--- src/rtl/tcdm_bank_arbiter_varlat.sv ---
// tcdm_bank_arbiter_varlat
//
// Purpose:
//   Slave-side arbiter of the variable-latency TCDM crossbar. NumIn masters
//   share one bank that may answer after an arbitrary number of cycles.
//   Requests are picked round-robin. The ID of every accepted request is
//   queued in order, so each bank response can be steered back to its master.
//
// Ports:
//   clk_i, rst_i   clock, synchronous active-high reset
//   req_i, data_i  per-master request and payload (data_i is packed, master 0 in the LSBs)
//   gnt_o          per-master grant, one-hot or zero
//   vld_o          per-master response valid, one-hot or zero
//   rdata_o        bank response data replicated for every master
//   req_o, data_o  request and payload towards the bank
//   gnt_i          bank grant
//   vld_i          bank response valid (in order)
//   rdata_i        bank response data
//   outstanding_o  number of accepted but unanswered transactions
//   err_o          sticky flag: response arrived with nothing outstanding
module tcdm_bank_arbiter_varlat #(
  parameter int NumIn          = 4,
  parameter int ReqDataWidth   = 32,
  parameter int RespDataWidth  = 32,
  parameter int MaxOutstanding = 2,
  parameter int LogNumIn       = (NumIn > 1) ? $clog2(NumIn) : 1,
  parameter int CntWidth       = $clog2(MaxOutstanding + 1),
  parameter int PtrWidth       = (MaxOutstanding > 1) ? $clog2(MaxOutstanding) : 1
) (
  input  logic                             clk_i,
  input  logic                             rst_i,
  input  logic [NumIn-1:0]                 req_i,
  input  logic [NumIn*ReqDataWidth-1:0]    data_i,
  output logic [NumIn-1:0]                 gnt_o,
  output logic [NumIn-1:0]                 vld_o,
  output logic [NumIn*RespDataWidth-1:0]   rdata_o,
  output logic                             req_o,
  output logic [ReqDataWidth-1:0]          data_o,
  input  logic                             gnt_i,
  input  logic                             vld_i,
  input  logic [RespDataWidth-1:0]         rdata_i,
  output logic [CntWidth-1:0]              outstanding_o,
  output logic                             err_o
);

  logic [LogNumIn-1:0] r_rrPtr;
  logic [LogNumIn-1:0] r_fifo [MaxOutstanding];
  logic [PtrWidth-1:0] r_wrPtr;
  logic [PtrWidth-1:0] r_rdPtr;
  logic [CntWidth-1:0] r_count;
  logic                r_err;

  logic [LogNumIn-1:0] w_winner;
  logic                w_found;
  logic                w_full;
  logic                w_accept;
  logic                w_pop;
  logic [LogNumIn-1:0] w_head;
  logic [LogNumIn-1:0] w_sel;

  // Fullness looks at registered occupancy only; a pop in the same cycle
  // does not free a slot until the next cycle.
  assign w_full   = (r_count == CntWidth'(MaxOutstanding));
  assign req_o    = (|req_i) & ~w_full;
  assign w_accept = req_o & gnt_i;
  assign w_pop    = vld_i & (r_count != '0);
  assign w_head   = r_fifo[r_rdPtr];
  assign w_sel    = req_o ? w_winner : r_rrPtr;

  assign outstanding_o = r_count;
  assign err_o         = r_err;
  assign rdata_o       = {NumIn{rdata_i}};

  // Round-robin search starting at the priority pointer, wrapping modulo
  // NumIn so that non-power-of-two master counts work.
  always_comb begin
    int idx;
    idx      = 0;
    w_winner = r_rrPtr;
    w_found  = 1'b0;
    for (int k = 0; k < NumIn; k++) begin
      idx = int'(r_rrPtr) + k;
      if (idx >= NumIn) idx = idx - NumIn;
      if (!w_found && req_i[idx]) begin
        w_found  = 1'b1;
        w_winner = LogNumIn'(idx);
      end
    end
  end

  // Payload mux; with no forwarded request it shows the priority master.
  always_comb begin
    data_o = data_i[ReqDataWidth-1:0];
    for (int i = 0; i < NumIn; i++) begin
      if (w_sel == LogNumIn'(i)) data_o = data_i[i*ReqDataWidth +: ReqDataWidth];
    end
  end

  // Grant goes to the winner only when the bank takes the request; the
  // response valid goes to the master at the head of the ID queue.
  always_comb begin
    gnt_o = '0;
    vld_o = '0;
    for (int i = 0; i < NumIn; i++) begin
      if (w_accept && (w_winner == LogNumIn'(i))) gnt_o[i] = 1'b1;
      if (w_pop && (w_head == LogNumIn'(i)))      vld_o[i] = 1'b1;
    end
  end

  // ID storage needs no reset: entries are only read while counted valid.
  always_ff @(posedge clk_i) begin
    if (w_accept) r_fifo[r_wrPtr] <= w_winner;
  end

  // Control state: priority pointer, queue pointers, occupancy and the
  // sticky error. The pointer rotates past the winner only on an accept,
  // so a stalled bank keeps the current priority order.
  always_ff @(posedge clk_i) begin
    if (rst_i) begin
      r_rrPtr <= '0;
      r_wrPtr <= '0;
      r_rdPtr <= '0;
      r_count <= '0;
      r_err   <= 1'b0;
    end else begin
      if (w_accept) begin
        r_rrPtr <= (w_winner == LogNumIn'(NumIn - 1)) ? '0 : w_winner + 1'b1;
        r_wrPtr <= (r_wrPtr == PtrWidth'(MaxOutstanding - 1)) ? '0 : r_wrPtr + 1'b1;
      end
      if (w_pop) begin
        r_rdPtr <= (r_rdPtr == PtrWidth'(MaxOutstanding - 1)) ? '0 : r_rdPtr + 1'b1;
      end
      case ({w_accept, w_pop})
        2'b10:   r_count <= r_count + 1'b1;
        2'b01:   r_count <= r_count - 1'b1;
        default: r_count <= r_count;
      endcase
      if (vld_i && (r_count == '0)) r_err <= 1'b1;
    end
  end

endmodule

--- config.mk ---
export PLATFORM = sky130hd
export DESIGN_NAME = tcdm_bank_arbiter_varlat
export DESIGN_NICKNAME = d
export VERILOG_FILES = /design/src/rtl/tcdm_bank_arbiter_varlat.sv
export SDC_FILE = /design/constraint.sdc
export NUM_CORES = 1
export LEC_CHECK = 0
export BUFFER_PORTS_ARGS = -buffer_cell sky130_fd_sc_hd__buf_2
export CAP_MARGIN = 15
export CORE_AREA = 2 2 132 134
export DETAILED_ROUTE_END_ITERATION = 8
export DIE_AREA = 0 0 134 136
export GPL_TIMING_DRIVEN = 1
export PLACE_DENSITY_LB_ADDON = 0.05
export SKIP_LAST_GASP = 1
export SYNTH_ARGS = -nofsm -noshare
export SYNTH_HDL_FRONTEND = slang
export SYNTH_SLANG_ARGS = --single-unit
--- constraint.sdc ---
create_clock -name clk_i -period 3.5 [get_ports clk_i]
set_input_delay 0.7 -clock clk_i [delete_from_list [all_inputs] [get_ports clk_i]]
set_output_delay 0.7 -clock clk_i [all_outputs]
set_load 0.1 [all_outputs]
==> results of run 1 <==
## layout make-up
class | count | share of cell area [%]
multi-input cells | 161 | 44.6
repair buffers | 193 | 39.0
flip-flops and latches | 12 | 7.01
well taps | 225 | 6.98
clock buffers | 3 | 1.86
inverters | 5 | 0.466
clock inverters | 1 | 0.0931
## cell usage after synthesis, types with 3 or more instances
cell type  number
nor2b_1         5
mux2i_1        97
xor2_1          3
buf_4         128
and3_1          5
nor2_1         15
buf_6           5
ha_1            5
edfxtp_1        4
dfxtp_1         8
inv_1           5
buf_2           7
a21oi_1         4
## metrics by stage
stage | instances | area [µm²]
6_report | 600 | 4030
5_1_grt | 600 | 4030
4_1_cts | 600 | 4030
3_5_place_dp | 592 | 3910
3_3_place_gp | 592 | 3910
2_1_floorplan | 320 | 3150
## how the worst max path moves through the flow
| stage | start | end | slack [ns] |
|---|---|---|---|
| 3_5_place_dp | req_i[0] | data_o[10] | -0.11 |
| 4_1_cts | req_i[0] | data_o[10] | 0.08 |
| 6_report | req_i[0] | data_o[10] | 0.15 |
| 5_1_grt | req_i[0] | data_o[0] | 0.02 |
| 2_1_floorplan | req_i[0] | data_o[30] | -0.22 |
| 3_3_place_gp | req_i[0] | data_o[10] | -0.08 |
## flip-flops by register name, summed over array words and instances, names as in the netlist, named ones only
| name | cells |
|---|---|
| r_fifo | 4 |
| outstanding_o | 2 |
| r_rrPtr | 2 |
| err_o | 1 |
| r_rdPtr | 1 |
| r_wrPtr | 1 |
## cell families (layout without fill, tap and decap cells)
| family | Yosys count | after routing | share of synthesized area [%] |
|---|---|---|---|
| simple gates | 39 | 39 | 7.69 |
| fa+ha+maj | 5 | 5 | 2.27 |
| mux | 98 | 98 | 35.8 |
| xor+xnor | 4 | 4 | 1.27 |
| compound gates | 15 | 15 | 3.55 |
| buf+inv | 147 | 202 | 39.2 |
| flops | 12 | 12 | 10.2 |
## power groups by stage
stage	clock network, mW	registers (mW)	logic [mW]
3_3_place_gp	0	0.244	3.76
5_1_grt	0.221	0.250	3.90
4_1_cts	0.217	0.242	3.80
3_5_place_dp	0	0.245	3.75
2_1_floorplan	0	0.326	3.24
6_report	0.209	0.242	3.75
## timing repair
action	in CTS	in global routing
pin swaps	1	0
endpoints found under the setup margin	27	1
buffers inserted	4	0
gates resized for setup	0	1
hold endpoints to repair	0	0
## metal layers
| metal | global-route usage, % | vias to the layer above | share of wire, % |
|---|---|---|---|
| li1 | - | 1079 | - |
| met1 | 9.33 | 944 | 36 |
| met2 | 16.6 | 122 | 51 |
| met3 | 2.20 | 25 | 10 |
| met4 | 3.19 | 2 | 2.1 |
| met5 | 0 | - | 0.10 |
## worst max-delay path: cells and delay by family
family | cells | cell delay, ns
buffers and inverters | 4 | 0.64
AND/OR/NAND/NOR | 1 | 0.55
multiplexers | 2 | 0.41
AO/OA/AOI/OAI | 2 | 0.32
==> results.json, run 1 <==
{
  "tns_ns": 0,
  "cp_slowest_cell": "or4_4",
  "root_buffer": "clkbuf_16",
  "min_to": "err_o$_SDFFE_PP0P_",
  "layout_common_cells": "buf_2, mux2i_1, buf_12, mux2i_4, nor2_1",
  "cts_inserted_buffers": 3,
  "max-vdd-ir-drop_v": 0.000373,
  "final_util_pct": 23.9,
  "crit_arrival_ns": 2.65,
  "ys_seq_area_share_pct": 10.2,
  "die_area_um2": 18200,
  "hpwl_mm": 7.34,
  "netSwitchingPower_mw": 2.41,
  "hold_viol": 0,
  "cp-end-kind": "primary output",
  "ys_top_cells_by_area": "mux2i_1, buf_4, dfxtp_1",
  "p_sw_share_pct": 57.5,
  "synth_warnings": 0,
  "rr_endpoint": "outstanding_o[1]$_SDFFE_PP0P_",
  "crit_top_cell": "buf_12",
  "crit_path_start_kind": "input port",
  "crit_fanout": 27,
  "async_flop_share_pct": 0,
  "drt_pre_antenna_iters": 4,
  "drtIter0Drc": 28,
  "fin_ws_ns": 0.155,
  "diodes": 0,
  "seq_power_share_pct": 5.8,
  "worstHoldStart": "err_o$_SDFFE_PP0P_",
  "floorplan.rows": 48,
  "drv_slew": 0,
  "wire_per_inst_um": 14.4,
  "postSynthCellCount": 320,
  "antenna_found_initial": 1,
  "rsz0062_at_grt": "no",
  "power.density_nw_per_um2": 1040,
  "synth_area_um2": 2750,
  "worst_pin_slew_ns": 0.475,
  "cts.sinks": 12,
  "clock_path_buffers": 2,
  "final.fill_count": 1823,
  "fin_crit_ns": 3.35,
  "comb_power_share_pct": 89.3,
  "status": "complete, no violations",
  "finalPower_mw": 4.20,
  "coreArea_um2": 16900,
  "fin_crit_sh_pct": 95.6,
  "grt_pass1_vias": 2358,
  "drcViolationCount": 0,
  "cts-htree-levels": 1,
  "syn_to_final_growth_pct": 46.5,
  "p_int_mw": 1.78,
  "grtUsageTotal_pct": 8.74,
  "start_util_pct": 16.3,
  "grt_overflow_total": 0,
  "worstPathCellList": "buf_2 > or4_4 > a21boi_1 > a41oi_4 > buf_12 > buf_12 > mux2i_2 > mux2i_4 > buf_12",
  "fin_skew_ns": 0.00346,
  "syn_avg_cell_area_um2": 8.60,
  "synth_edf_count": 4,
  "wl_mm": 8.63,
  "die_h_um": 136,
  "die_width_um": 134,
  "syn_nets": 493,
  "io_buffer_count": 179,
  "holdBufCountCts": 0,
  "yosys.area.top_type": "mux2i_1",
  "max_stage_delay_ns": 0.55,
  "r2r_slack_ns": 1.58,
  "synth_flop_cell": "dfxtp_1",
  "holdWs_ns": 0.462,
  "insertion_delay_ns": 0.24,
  "nets": 549,
  "r2r-start": "outstanding_o[0]$_SDFFE_PP0P_",
  "pre_cts_slack_ns": -0.109,
  "grt_start_max_net_pins": 28,
  "synth-seq-cells": 12,
  "min_path_type": "flop to flop",
  "gp_congestion": 0.676,
  "via_per_inst": 3.62,
  "layout_commonest_cell": "buf_2",
  "multiInputGateArea_um2": 1800,
  "fmax_ghz": 0.299,
  "required_ns": 2.80,
  "critPathKind": "input port to primary output",
  "ff2ff_path_depth": 5,
  "ys_types": 38,
  "drive_above_1_share_pct": 62.9,
  "p_leak_nw": 1.97,
  "path_clk_slew_ns": 0.04,
  "grt_pass1_wl_mm": 12.6,
  "cts_tree": "done",
  "finalSetupViolations": 0,
  "min_path_cells": 2,
  "regArea_um2": 283,
  "ios": 340,
  "slew_headroom_pct": 68.1,
  "p_clk_share_pct": 5.0,
  "num_vias": 2172,
  "synth_top_area_share_pct": 35.3,
  "ant_nets": 0,
  "drv_cap": 0
}
Note: power is estimated with default switching activity, not from simulation.
==> run 2: changes to the inputs <==
CORE_AREA = 2 2 133 135   (was 2 2 132 134)
DIE_AREA = 0 0 135 137   (was 0 0 134 136)
==> results.json, run 2 (synthesized netlist as in run 1, its figures left out) <==
{
  "status": "complete, no violations",
  "rr_endpoint": "outstanding_o[1]$_SDFFE_PP0P_",
  "floorplan.rows": 48,
  "placed_cells": 591,
  "ff2ff_path_depth": 5,
  "drive_above_1_share_pct": 62.2,
  "die_h_um": 137,
  "insertion_delay_ns": 0.24,
  "post_cts.repair.setup_buffers": 0,
  "cts-htree-levels": 1,
  "rsz0062_at_grt": "no",
  "required_ns": 2.80,
  "cp_slowest_cell": "or4_4",
  "layout_common_cells": "buf_2, mux2i_1, buf_12, mux2i_4, nor2_1",
  "ios": 340,
  "pre_cts_slack_ns": 0.109,
  "fmax_ghz": 0.295,
  "drt_pre_antenna_iters": 4,
  "grt_start_max_net_pins": 23,
  "finalSetupViolations": 0,
  "root_buffer": "clkbuf_16",
  "die_area_um2": 18500,
  "syn_to_final_growth_pct": 44.6,
  "nets": 544,
  "critPathKind": "input port to primary output",
  "drtIter0Drc": 38,
  "crit_path_start_kind": "input port",
  "io_buffer_count": 179,
  "ant_nets": 0,
  "layout_commonest_cell": "buf_2",
  "antenna_found_initial": 0,
  "fin_skew_ns": 0.00284,
  "start_util_pct": 16.1,
  "coreArea_um2": 17100,
  "layout.cells.non_filler": 595,
  "grt_pass1_vias": 2219,
  "r2r_slack_ns": 1.57,
  "fin_crit_sh_pct": 96.8,
  "hpwl_mm": 7.36,
  "grt_overflow_total": 0,
  "worstPathCellList": "buf_2 > or4_4 > a21boi_1 > a41oi_4 > buf_12 > mux2i_1 > buf_4 > mux2i_4 > buf_12",
  "final_util_pct": 23.3,
  "fin_ws_ns": 0.113,
  "gp_congestion": 0.674,
  "cts.sinks": 12,
  "die_width_um": 135,
  "grtUsageTotal_pct": 8.23,
  "top_register": "r_fifo",
  "max-vdd-ir-drop_v": 0.000279,
  "largest_reg_flops": 4,
  "num_vias": 2171,
  "r2r-start": "outstanding_o[0]$_SDFFE_PP0P_",
  "clock_path_buffers": 2,
  "diodes": 0,
  "final.fill_count": 1858,
  "cts_inserted_buffers": 3,
  "crit_arrival_ns": 2.69,
  "p_leak_nw": 1.94,
  "cp-end-kind": "primary output",
  "drv_slew": 0,
  "slew_headroom_pct": 64.9,
  "wire_per_inst_um": 14.3,
  "drv_cap": 0,
  "cp-startpoint": "req_i[0]",
  "drcViolationCount": 0,
  "grt_pass1_wl_mm": 12.0,
  "power.density_nw_per_um2": 1040,
  "fin_crit_ns": 3.39,
  "min_path_type": "flop to flop",
  "max_stage_delay_ns": 0.55,
  "hold_viol": 0,
  "crit_top_cell": "buf_12",
  "cts_tree": "done",
  "path_clk_slew_ns": 0.04,
  "wl_mm": 8.52,
  "worst_pin_slew_ns": 0.524,
  "critical_path.endpoint": "data_o[15]",
  "crit_fanout": 22,
  "via_per_inst": 3.65
}
## run 2: metal layers
layer	global-route usage, %	part of all wire, %	vias up
li1	-	-	1070
met1	8.42	34	953
met2	15.6	51	118
met3	2.52	12	30
met4	3.24	3.4	0
met5	0	0	-
## run 2: layout make-up
| type | instances | area, µm² | share of cell area [%] |
|---|---|---|---|
| Multi-Input combinational cell | 161 | 1790 | 45.1 |
| Clock inverter | 1 | 3.75 | 0.0944 |
| Inverter | 5 | 18.8 | 0.472 |
| Tap cell | 225 | 282 | 7.08 |
| Timing Repair Buffer | 188 | 1520 | 38.3 |
| Clock buffer | 3 | 75.1 | 1.89 |
| Sequential cell | 12 | 283 | 7.11 |
## run 2: critical path: cells and delay by family
| family | cells | cell delay [ns] |
|---|---|---|
| AO/OA/AOI/OAI | 2 | 0.41 |
| buffers and inverters | 4 | 0.72 |
| multiplexers | 2 | 0.28 |
| AND/OR/NAND/NOR | 1 | 0.55 |
## run 2: how the worst min path moves through the flow
stage / from / to / slack (ns) / cells past startpoint
2_1_floorplan: r_rdPtr$_SDFFE_PP0P_ / flop / 0.47 / 2
3_3_place_gp: err_o$_SDFFE_PP0P_ / err_o$_SDFFE_PP0P_ / 0.44 / 2
3_5_place_dp: err_o$_SDFFE_PP0P_ / err_o$_SDFFE_PP0P_ / 0.46 / 2
4_1_cts: err_o$_SDFFE_PP0P_ / err_o$_SDFFE_PP0P_ / 0.47 / 2
5_1_grt: r_rdPtr$_SDFFE_PP0P_ / r_rdPtr$_SDFFE_PP0P_ / 0.55 / 2
6_report: err_o$_SDFFE_PP0P_ / err_o$_SDFFE_PP0P_ / 0.47 / 2
## run 2: power breakdown
group | leakage, nW | internal [mW] | switching, mW | total (mW)
combinational | 1.80 | 1.40 | 2.28 | 3.68
sequential | 0.105 | 0.194 | 0.0474 | 0.241
clock | 0.0385 | 0.150 | 0.0576 | 0.208
total | 1.94 | 1.74 | 2.38 | 4.13
## run 2: through the flow
step / power [mW] / instance area, µm² / setup TNS [ns] / hold slack, ns
2_1_floorplan: 3.57 / 3150 / -1.37 / 0.472
3_3_place_gp: 3.98 / 3900 / 0 / 0.444
3_5_place_dp: 3.97 / 3900 / 0 / 0.463
4_1_cts: 4.19 / 3980 / 0 / 0.472
5_1_grt: 4.29 / 3980 / 0 / 0.552
6_report: 4.13 / 3980 / 0 / 0.473
## run 2: timing repair
action                     4_1_cts  5_1_grt
hold endpoints to repair         0        0
gates resized for setup          0        0
setup endpoints to repair        0        1
hold buffers                     0        0
